===== src/rtl/serial_subtractor_pkg.sv =====
// Shared definitions for the bit-serial subtractor.
//   state_t : FSM encoding. ST_3 is never entered and decodes as IDLE.
package serial_subtractor_pkg;

  typedef enum logic [1:0] {
    ST_IDLE = 2'd0,
    ST_RUN  = 2'd1,
    ST_DONE = 2'd2,
    ST_3    = 2'd3
  } state_t;

endpackage


===== src/rtl/serial_subtractor_full_subtractor.sv =====
// One-bit full subtractor cell: d = a - b - bin, bout = borrow out.
// Ports:
//   a, b, bin : input bits (minuend, subtrahend, borrow in)
//   d, bout   : difference bit, borrow out
module full_subtractor (
  input  logic a,
  input  logic b,
  input  logic bin,
  output logic d,
  output logic bout
);

  assign d    = a ^ b ^ bin;
  assign bout = (~a & b) | (~(a ^ b) & bin);

endmodule


===== src/rtl/serial_subtractor.sv =====
// Bit-serial subtractor, Diff = A - B, one bit per clock, LSB first.
// Start/Busy/Done handshake: Busy is high for WIDTH cycles, then Done pulses
// for one cycle with Diff/Borrow/Overflow valid. Results hold until the next
// operation completes or reset.
// Ports:
//   Clk      : clock
//   Rst_n    : synchronous active-low reset (clears everything)
//   Start    : request, accepted in IDLE or DONE
//   A, B     : operands, latched on an accepted Start
//   Busy     : high in RUN
//   Done     : one-cycle result-valid pulse
//   Diff     : A - B modulo 2^WIDTH
//   Borrow   : unsigned underflow (A < B)
//   Overflow : signed two's-complement overflow
module serial_subtractor
  import serial_subtractor_pkg::*;
#(
  parameter int WIDTH = 4
) (
  input  logic             Clk,
  input  logic             Rst_n,
  input  logic             Start,
  input  logic [WIDTH-1:0] A,
  input  logic [WIDTH-1:0] B,
  output logic             Busy,
  output logic             Done,
  output logic [WIDTH-1:0] Diff,
  output logic             Borrow,
  output logic             Overflow
);

  localparam int CNT_W = $clog2(WIDTH) + 1;
  localparam logic [CNT_W-1:0] LAST_BIT = CNT_W'(WIDTH - 1);

  state_t           state, state_nxt;
  logic             accept;
  logic             last_bit;

  logic [WIDTH-1:0] a_sr, b_sr, res_sr;
  logic             a_msb, b_msb;
  logic             bflop;
  logic [CNT_W-1:0] cnt;

  logic             d_bit, bout_bit;

  // Signed overflow of a subtraction: operands of different sign and the
  // result sign differs from the minuend.
  function automatic logic sub_overflow(input logic am, input logic bm,
                                        input logic dm);
    return (am != bm) && (dm != am);
  endfunction

  full_subtractor u_fs (
    .a    (a_sr[0]),
    .b    (b_sr[0]),
    .bin  (bflop),
    .d    (d_bit),
    .bout (bout_bit)
  );

  assign last_bit = (cnt == LAST_BIT);

  always_comb begin
    state_nxt = ST_IDLE;
    accept    = 1'b0;
    Busy      = 1'b0;
    Done      = 1'b0;
    case (state)
      ST_RUN: begin
        Busy      = 1'b1;
        state_nxt = last_bit ? ST_DONE : ST_RUN;
      end
      ST_DONE: begin
        Done = 1'b1;
        if (Start) begin
          accept    = 1'b1;
          state_nxt = ST_RUN;
        end
      end
      default: begin
        // ST_IDLE and the unused ST_3 behave identically
        if (Start) begin
          accept    = 1'b1;
          state_nxt = ST_RUN;
        end
      end
    endcase
  end

  always_ff @(posedge Clk) begin
    if (!Rst_n) begin
      state <= ST_IDLE;
    end else begin
      state <= state_nxt;
    end
  end

  // Serial datapath: operand shift, borrow chain, result assembly
  always_ff @(posedge Clk) begin
    if (!Rst_n) begin
      a_sr     <= '0;
      b_sr     <= '0;
      res_sr   <= '0;
      a_msb    <= 1'b0;
      b_msb    <= 1'b0;
      bflop    <= 1'b0;
      cnt      <= '0;
      Diff     <= '0;
      Borrow   <= 1'b0;
      Overflow <= 1'b0;
    end else if (accept) begin
      a_sr   <= A;
      b_sr   <= B;
      a_msb  <= A[WIDTH-1];
      b_msb  <= B[WIDTH-1];
      bflop  <= 1'b0;
      cnt    <= '0;
    end else if (state == ST_RUN) begin
      a_sr   <= {1'b0, a_sr[WIDTH-1:1]};
      b_sr   <= {1'b0, b_sr[WIDTH-1:1]};
      res_sr <= {d_bit, res_sr[WIDTH-1:1]};
      bflop  <= bout_bit;
      cnt    <= cnt + CNT_W'(1);
      if (last_bit) begin
        // final bit lands at the MSB of the published result
        Diff     <= {d_bit, res_sr[WIDTH-1:1]};
        Borrow   <= bout_bit;
        Overflow <= sub_overflow(a_msb, b_msb, d_bit);
      end
    end
  end

endmodule


===== config.mk =====
export PLATFORM = sky130hd
export DESIGN_NAME = serial_subtractor
export DESIGN_NICKNAME = d
export VERILOG_FILES = /design/src/rtl/serial_subtractor_pkg.sv /design/src/rtl/serial_subtractor_full_subtractor.sv /design/src/rtl/serial_subtractor.sv
export SDC_FILE = /design/constraint.sdc
export NUM_CORES = 1
export LEC_CHECK = 0
export ABC_AREA = 1
export CORE_MARGIN = 1.5
export CORE_UTILIZATION = 50
export CTS_CLUSTER_DIAMETER = 80
export DETAILED_ROUTE_END_ITERATION = 10
export GPL_TIMING_DRIVEN = 0
export HOLD_SLACK_MARGIN = 0.02
export PLACE_DENSITY = 0.77
export SLEW_MARGIN = 30
export SYNTH_ARGS = -nofsm -noshare
export SYNTH_HDL_FRONTEND = slang
export SYNTH_SLANG_ARGS = --single-unit

===== constraint.sdc =====
create_clock -name Clk -period 3.6 [get_ports Clk]
set_clock_uncertainty 0.15 [all_clocks]
set_input_delay 0.72 -clock Clk [delete_from_list [all_inputs] [get_ports Clk]]
set_output_delay 0.72 -clock Clk [all_outputs]
set_load 0.02 [all_outputs]

==> flow_summary.ini, run 1 <==
[status]
outcome = complete, no violations

[cells_and_area]
layout_commonest_cell = nand2_1
areaGrowthSynthToFinish_pct = 22.1
layout_common_cells = 33 x nand2_1, 30 x nand3_1, 25 x dfxtp_1
final_nets = 173
drive_gt1_share_pct = 8.23
nFillCells = 193
diodes = 0

[worst_setup_path]
crit_fanout = 10
crit_arrival_ns = 1.74
end_kind = output pin
worst-endpoint-required_ns = 2.73
start_kind = flip-flop
crit_type = reg2out
worstReg2RegStart = b_sr[0]
r2r_cells = 6
rrSetupSlack_ns = 2.09
rr_endpoint = Overflow

[pwr]
p_leak_nw = 0.578
peakVddDrop_mv = 0.253
power.density_nw_per_um2 = 372
finalPower_mw = 0.476

[drt]
wl_per_cell_um = 11.4
drt-initial-drc-count = 22
num_vias = 920
ant_nets = 0
totalWireLength_um = 2120
firstDrtPassIters = 4
viasPerCell = 4.97
drcViolationCount = 0

[sta]
tns_ns = 0
fin_crit_ns = 2.61
fmax_mhz = 383
slew_violations = 0
fin_crit_sh_pct = 72.5
setup_viol = 0
rsz0062_at_grt = no
final-hold-violation-count = 0
layout_setup_ws_ns = 0.991
tightest_slew_ns = 0.411
slew-limit-headroom_pct = 72.6

[job]
maxCapViolCount = 0

[clock_tree]
postCtsHoldBufs = 0
cts-resized-gates = 0
cts_buffers = 3
clock_path_buffers = 2
clockRootBuffer = clkbuf_4
post-cts-setup-buffers = 0
htreeDepth = 1
clk_pin_slew_ns = 0.13
clkSinkCount = 25
cts_tree = yes
clk_latency_ns = 0.30

[synth]
ys_warn_count = 0
synth-seq-area-share_pct = 47.7
syn_area_um2 = 1050
syn_nets = 151
postSynthAreaPerCell_um2 = 7.65
synth_cell_types = 19
ys_ff_latch = 25
syn_inst = 137

[hold_path]
whs_path_depth = 2
min_to = Diff[0]
hp-start = res_sr[1]
hold_class = reg2reg

[global_routing]
antenna_found_initial = 0
grt_pass1_vias = 881
grt_pass1_wl_um = 3760
grt.total_usage_pct = 19.7
grt_overflow_total = 0
grt_max_degree = 15

[floorplan]
die_x_um = 48.8
rows = 16
die_area_um2 = 2380
start_util_pct = 53.4
die_height_um = 48.8
core_um2 = 1960
ios = 19

[placement]
gp_congestion = 0.748
pre_cts_slack_ns = 1.35
place_hpwl_um = 1630
io_buffers = 17
## power breakdown
group | leakage, nW | total [mW] | switching (mW) | internal (mW)
registers | 0.204 | 0.295 | 0.00657 | 0.288
logic | 0.356 | 0.0625 | 0.0343 | 0.0281
clock network | 0.0177 | 0.120 | 0.0781 | 0.0414
total | 0.578 | 0.476 | 0.119 | 0.357
## state kept, by name, summed over array words and instances (netlist names)
register	count
cnt	3
bflop	1
Borrow	1
b_msb	1
res_sr	3
a_msb	1
b_sr	4
Overflow	1
state	2
Diff	4
a_sr	4
## how the worst max path moves through the flow
stage | startpoint | depth (start not counted) | slack [ns] | endpoint
after global placement | state[0] | 4 | 1.39 | Busy
after detailed placement | state[0] | 4 | 1.35 | Busy
after global routing | state[0] | 4 | 0.92 | Busy
after CTS | state[0] | 4 | 0.98 | Busy
final | state[0] | 4 | 0.99 | Busy
after floorplan | state[0] | 3 | 2.03 | Busy
## worst max-delay path: stages, from the launching register on
cell and delay, ns:
dfxtp_1 0.39, inv_1 0.08, nor2_4 0.18, buf_6 0.17, clkdlybuf4s50_1 0.60
## final cells by class
cell class | instances | area [um^2] | share of cell area [%]
plain buffers | 6 | 43.8 | 3.42
clock buffers | 3 | 22.5 | 1.76
clock inverters | 1 | 5.00 | 0.391
inverters | 14 | 52.6 | 4.11
multi-input cells | 92 | 452 | 35.3
flip-flops and latches | 25 | 500 | 39.1
well taps | 27 | 33.8 | 2.64
repair buffers | 17 | 170 | 13.3
## routing by layer
metal  wire length, um  vias up  global-route usage [%]
met5                 0        -                       0
met4                13        0                    4.29
met3                89        2                    2.76
met2              1080       23                    36.1
met1               940      414                    24.4
li1                  -      481                       -
## synthesized netlist by cell type
cell type | count | area share [%]
nand3_1 | 30 | 14
o21ai_0 | 7 | 3.3
clkbuf_1 | 1 | 0.36
buf_6 | 2 | 2.1
nand2_1 | 33 | 12
or2_2 | 1 | 0.60
fa_1 | 1 | 1.9
inv_1 | 13 | 4.7
or2_1 | 1 | 0.60
buf_4 | 1 | 0.72
o21ai_2 | 1 | 0.84
a21oi_1 | 3 | 1.4
nor2_1 | 11 | 3.9
xor2_1 | 1 | 0.84
nor2_4 | 1 | 1.1
dfxtp_1 | 25 | 48
inv_2 | 1 | 0.36
ha_1 | 2 | 2.4
buf_2 | 2 | 0.95
## cells by family after synthesis
kind of cell,Yosys count,synth area share (%)
adder cells (fa/ha/maj),3,4.30
flip-flops,25,47.7
AO/OA/AOI/OAI,11,5.61
XOR/XNOR,1,0.835
AND/OR/NAND/NOR,77,32.3
buffers and inverters,20,9.19
## through the flow
step | cell area, um^2 | instances | hold slack [ns] | util (%)
after floorplan | 1050 | 137 | 0.270 | -
after global placement | 1250 | 181 | 0.280 | 63.8
after detailed placement | 1250 | 181 | 0.302 | 63.8
after CTS | 1280 | 185 | 0.321 | 65.2
after global routing | 1280 | 185 | 0.340 | 65.2
final | 1280 | 185 | 0.316 | 65.2
No activity file was read; power rests on OpenSTA's default activity.
==> run 2: changes to the inputs <==
==> constraint.sdc (replaced) <==
create_clock -name Clk -period 2.4 [get_ports Clk]
set_clock_uncertainty 0.15 [all_clocks]
set_input_delay 0.48 -clock Clk [delete_from_list [all_inputs] [get_ports Clk]]
set_output_delay 0.48 -clock Clk [all_outputs]
set_load 0.02 [all_outputs]
==> flow_summary.ini, run 2 (synthesis results as in run 1) <==
[global_routing]
grt_pass1_wl_um = 3760
grt_max_degree = 15
grt_pass1_vias = 881
grt.total_usage_pct = 19.7
grt_overflow_total = 0
antenna_found_initial = 0

[pwr]
p_leak_nw = 0.590
power_frac_clock_pct = 25.1
swShare_pct = 25.0
power.internal_mw = 0.536
seqPwrFrac_pct = 61.8
power.density_nw_per_um2 = 557
comb_power_share_pct = 13.1
peakVddDrop_mv = 0.379
switchingPower_mw = 0.179
finalPower_mw = 0.714

[worst_setup_path]
rr_endpoint = Overflow
crit_arrival_ns = 1.54
worst-endpoint-required_ns = 1.77
rrSetupSlack_ns = 0.89
r2r_cells = 6
crit_type = reg2out
worstReg2RegStart = b_sr[0]
crit_fanout = 2
start_kind = flip-flop
end_kind = output pin

[floorplan]
ios = 19
die_area_um2 = 2380
start_util_pct = 53.4
core_um2 = 1960
die_height_um = 48.8
rows = 16
die_x_um = 48.8

[cells_and_area]
top_regs = Diff x4, a_sr x4, b_sr x4
nFillCells = 192
diodes = 0
fin_area_um2 = 1280
drive_gt1_share_pct = 8.23
layout_commonest_cell = nand2_1
final_nets = 173
areaGrowthSynthToFinish_pct = 22.3
layout_common_cells = 33 x nand2_1, 30 x nand3_1, 25 x dfxtp_1
instances_no_fill = 185

[status]
outcome = complete, no violations

[clock_tree]
post-cts-setup-buffers = 0
clk_pin_slew_ns = 0.13
clkSinkCount = 25
cts-resized-gates = 0
clockRootBuffer = clkbuf_4
cts_buffers = 3
clk_latency_ns = 0.30
htreeDepth = 1
clock_path_buffers = 2
cts_tree = yes
postCtsHoldBufs = 0

[hold_path]
hp-start = res_sr[1]
hold_class = reg2reg
whs_path_depth = 2
min_to = Diff[0]

[sta]
fin_crit_sh_pct = 90.6
layout_setup_ws_ns = 0.226
slew_violations = 0
fmax_mhz = 460
fin_crit_ns = 2.17
rsz0062_at_grt = no
final-hold-violation-count = 0
slew-limit-headroom_pct = 72.6
tightest_slew_ns = 0.411
tns_ns = 0
setup_viol = 0

[drt]
viasPerCell = 4.97
dr_wl_met3_um = 91
drcViolationCount = 0
wl_per_cell_um = 11.5
drt-initial-drc-count = 22
wl_met1_um = 942
wl_met2_um = 1080
num_vias = 920
totalWireLength_um = 2120
firstDrtPassIters = 4
ant_nets = 0
routed.top_layer = met4

[placement]
gp_congestion = 0.748
place_hpwl_um = 1630
pre_cts_slack_ns = 0.387
dp.cells = 181
placed_area_um2 = 1250
io_buffers = 17

[job]
maxCapViolCount = 0
==> run 2: how the worst max path moves through the flow <==
stage / slack (ns) / start / cells after the start / end
after floorplan: 1.02 / b_sr[0] / 6 / Overflow
after global placement: 0.43 / state[0] / 4 / Busy
after detailed placement: 0.39 / state[0] / 4 / Busy
after CTS: 0.02 / state[0] / 4 / Busy
after global routing: 0.15 / state[1] / 3 / Done
final: 0.23 / state[1] / 3 / Done
==> run 2: area by class of cell <==
class,instances,area (um^2),area share [%]
sequential,25,500,39.0
clock inverter,1,5.00,0.390
tap,27,33.8,2.63
clock buffer,3,22.5,1.76
buffer,6,43.8,3.41
multi-input combinational,92,452,35.2
timing repair buffer,17,173,13.5
inverter,14,52.6,4.10
==> run 2: metal layers <==
metal / GRT usage [%] / up-vias
met2: 36.1 / 23
met4: 4.29 / 0
met5: 0 / -
met1: 24.4 / 414
met3: 2.76 / 2
li1: - / 481
==> run 2: per-stage QoR <==
stage / hold WS [ns] / utilization, %
final: 0.316 / 65.4
after CTS: 0.321 / 65.2
after global placement: 0.280 / 63.8
after floorplan: 0.270 / -
after global routing: 0.340 / 65.4
after detailed placement: 0.302 / 63.8
==> run 2: critical path: stages (launching register included) <==
cell	delay, ns
dfxtp_1	0.40
inv_1	0.08
nor2_1	0.13
clkdlybuf4s50_1	0.63
==> run 2: power groups by stage <==
stage               sequential (mW)  combinational, mW  clock (mW)
CTS                           0.442             0.0944       0.184
global route                  0.444              0.104       0.207
global placement              0.450             0.0913           0
detailed placement            0.451             0.0940           0
floorplan                     0.449             0.0608           0
finish                        0.442             0.0934       0.179
==> run 3: changes to the inputs <==
--- a/config.mk
+++ b/config.mk
@@ -8,12 +8,13 @@
 export ABC_AREA = 1
 export CORE_MARGIN = 1.5
 export CORE_UTILIZATION = 50
-export CTS_CLUSTER_DIAMETER = 80
+export CTS_CLUSTER_DIAMETER = 100
 export DETAILED_ROUTE_END_ITERATION = 10
 export GPL_TIMING_DRIVEN = 0
 export HOLD_SLACK_MARGIN = 0.02
-export PLACE_DENSITY = 0.77
+export PLACE_DENSITY = 0.76
 export SLEW_MARGIN = 30
 export SYNTH_ARGS = -nofsm -noshare
 export SYNTH_HDL_FRONTEND = slang
+export SYNTH_HIERARCHICAL = 1
 export SYNTH_SLANG_ARGS = --single-unit
==> flow_summary.ini, run 3 <==
[job]
maxCapViolCount = 0

[pwr]
p_leak_nw = 0.625
power.internal_mw = 0.538
swShare_pct = 25.6
comb_power_share_pct = 13.9
finalPower_mw = 0.723
switchingPower_mw = 0.185
power.density_nw_per_um2 = 540
seqPwrFrac_pct = 61.1
peakVddDrop_mv = 0.372
power_frac_clock_pct = 25.0

[clock_tree]
clk_pin_slew_ns = 0.13
htreeDepth = 1
clock_path_buffers = 2
clkSinkCount = 25
clockRootBuffer = clkbuf_4
cts_tree = yes
cts_buffers = 3
clk_latency_ns = 0.30

[synth]
synth-compound-area-share_pct = 5.20
synth_cell_types = 21
syn_nets = 157
postSynthAreaPerCell_um2 = 7.80
ys_warn_count = 6
synthSimpleGateAreaFrac_pct = 33.8
synthMuxAreaShare_pct = 0
yosysTopAreaCell = dfxtp_1
synth_most_common_cell = nand2_1
post_synth_fa_ha_maj_area_fraction_pct = 5.20
yosysTopAreaCellShare_pct = 45.2
synth_top_family_by_area = simple AND/OR/NAND/NOR gates
syn_area_um2 = 1110
syn_inst = 142
async_reset_ff_share_pct = 0
synth-main-ff-cell = dfxtp_1
ys_ff_latch = 25
synth_xor_area_share_pct = 0.791
synth.area.top_cells = dfxtp_1 45%, nand3_1 14%, nand2_1 12%
netlist_top_cells_count = 35 x nand2_1, 30 x nand3_1, 25 x dfxtp_1
synth_enable_flop_cells = 0
synth-seq-area-share_pct = 45.2

[drt]
totalWireLength_um = 2130
wl_per_cell_um = 11.2
viasPerCell = 4.98
firstDrtPassIters = 4
drcViolationCount = 0
ant_nets = 0
num_vias = 947
drt-initial-drc-count = 11

[cells_and_area]
layout_common_cells = 35 x nand2_1, 30 x nand3_1, 25 x dfxtp_1
diodes = 0
fin_area_um2 = 1340
final_nets = 179
instances_no_fill = 190
top_regs = Diff x4, a_sr x4, b_sr x4
layout_commonest_cell = nand2_1
drive_gt1_share_pct = 11.7
areaGrowthSynthToFinish_pct = 20.8

[floorplan]
start_util_pct = 54.8
core_um2 = 2020
die_area_um2 = 2510
die_x_um = 50.1
rows = 16
die_height_um = 50.1
ios = 19

[hold_path]
hold_class = reg2reg
hp-start = res_sr[1]
min_to = Diff[0]
whs_path_depth = 2

[sta]
tightest_slew_ns = 0.280
setup_viol = 0
fmax_mhz = 467
fin_crit_sh_pct = 89.2
final-hold-violation-count = 0
slew-limit-headroom_pct = 81.3
fin_crit_ns = 2.14
rsz0062_at_grt = no
slew_violations = 0
tns_ns = 0

[worst_setup_path]
crit_type = reg2out
cp.buffers_inverters = 2
rrSetupSlack_ns = 0.88
r2r_cells = 7
start_kind = flip-flop
cp_top_family = buffers and inverters
rr_endpoint = Overflow
worst-endpoint-required_ns = 1.77
worstReg2RegStart = b_sr[0]
cp_slowest_cell = clkdlybuf4s50_1
end_kind = output pin
slowest_delay_ns = 0.60
crit_fanout = 2
crit_arrival_ns = 1.51
critical_path.cell_chain = inv_2 > nor2_1 > clkdlybuf4s50_1

[global_routing]
grt_pass1_wl_um = 3810
grt_pass1_vias = 881
antenna_found_initial = 0
grt.total_usage_pct = 19.7
grt_max_degree = 15
grt_overflow_total = 0

[status]
outcome = complete, no violations

[placement]
io_buffers = 17
placed_area_um2 = 1310
gp_congestion = 0.772
place_hpwl_um = 1630
dp.cells = 186
## run 3: worst max path at each step
stage | start | end | slack [ns] | depth (start not counted)
final | state[1] | Done | 0.26 | 3
after global routing | state[1] | Done | 0.18 | 3
after CTS | state[1] | Done | 0.24 | 3
after detailed placement | state[0] | Busy | 0.36 | 4
after global placement | state[0] | Busy | 0.40 | 4
after floorplan | state[1] | Done | 1.00 | 2
## run 3: cell type report
type                       instances  area [um^2]
sequential                        25          500
multi-input combinational         95          498
clock buffer                       3         22.5
timing repair buffer              17          169
buffer                             6         48.8
tap                               27         33.8
inverter                          16         60.1
clock inverter                     1         5.00
fill                             179          684
## run 3: logic make-up (layout without fill, tap and decap cells)
kind of cell,count (synthesis),count (layout)
AOI/OAI and AO/OA,10,10
xor gates and xnor gates,1,1
adders and majority gates,4,4
buffers and inverters,22,43
DFF,25,25
and+or+nand+nor,80,80
## run 3: repair_timing
action | in CTS | in global routing
resized for setup | 1 | 0
setup endpoints to repair | 1 | 0
setup buffers | 0 | 0
hold buffers | 0 | 0
## run 3: tightest hold or removal path, cell delays in order (launching register included)
cell and delay (ns):
dfxtp_1 0.34, nand2_1 0.06, nand2_1 0.04
## run 3: stage by stage
step	hold slack [ns]	setup slack [ns]	utilization [%]
floorplan	0.270	1.00	-
global placement	0.286	0.397	64.9
detailed placement	0.294	0.359	64.9
CTS	0.313	0.244	66.2
global route	0.343	0.178	66.2
finish	0.309	0.258	66.2
## run 3: power by group through the flow
stage | Sequential [mW] | Combinational [mW] | Clock, mW
floorplan | 0.449 | 0.0671 | 0
global placement | 0.451 | 0.0981 | 0
detailed placement | 0.451 | 0.101 | 0
CTS | 0.442 | 0.101 | 0.186
global route | 0.444 | 0.113 | 0.199
finish | 0.442 | 0.100 | 0.181
## run 3: routing by layer
layer | track usage [%] | share of wire [%] | routed length [um] | vias to the layer above
met3 | 3.64 | 2.8 | 59 | 2
met4 | 6.94 | 0.56 | 12 | 0
met5 | 0 | 0 | 0 | -
met2 | 33.6 | 49 | 1050 | 10
met1 | 24.7 | 48 | 1010 | 439
li1 | - | - | - | 496
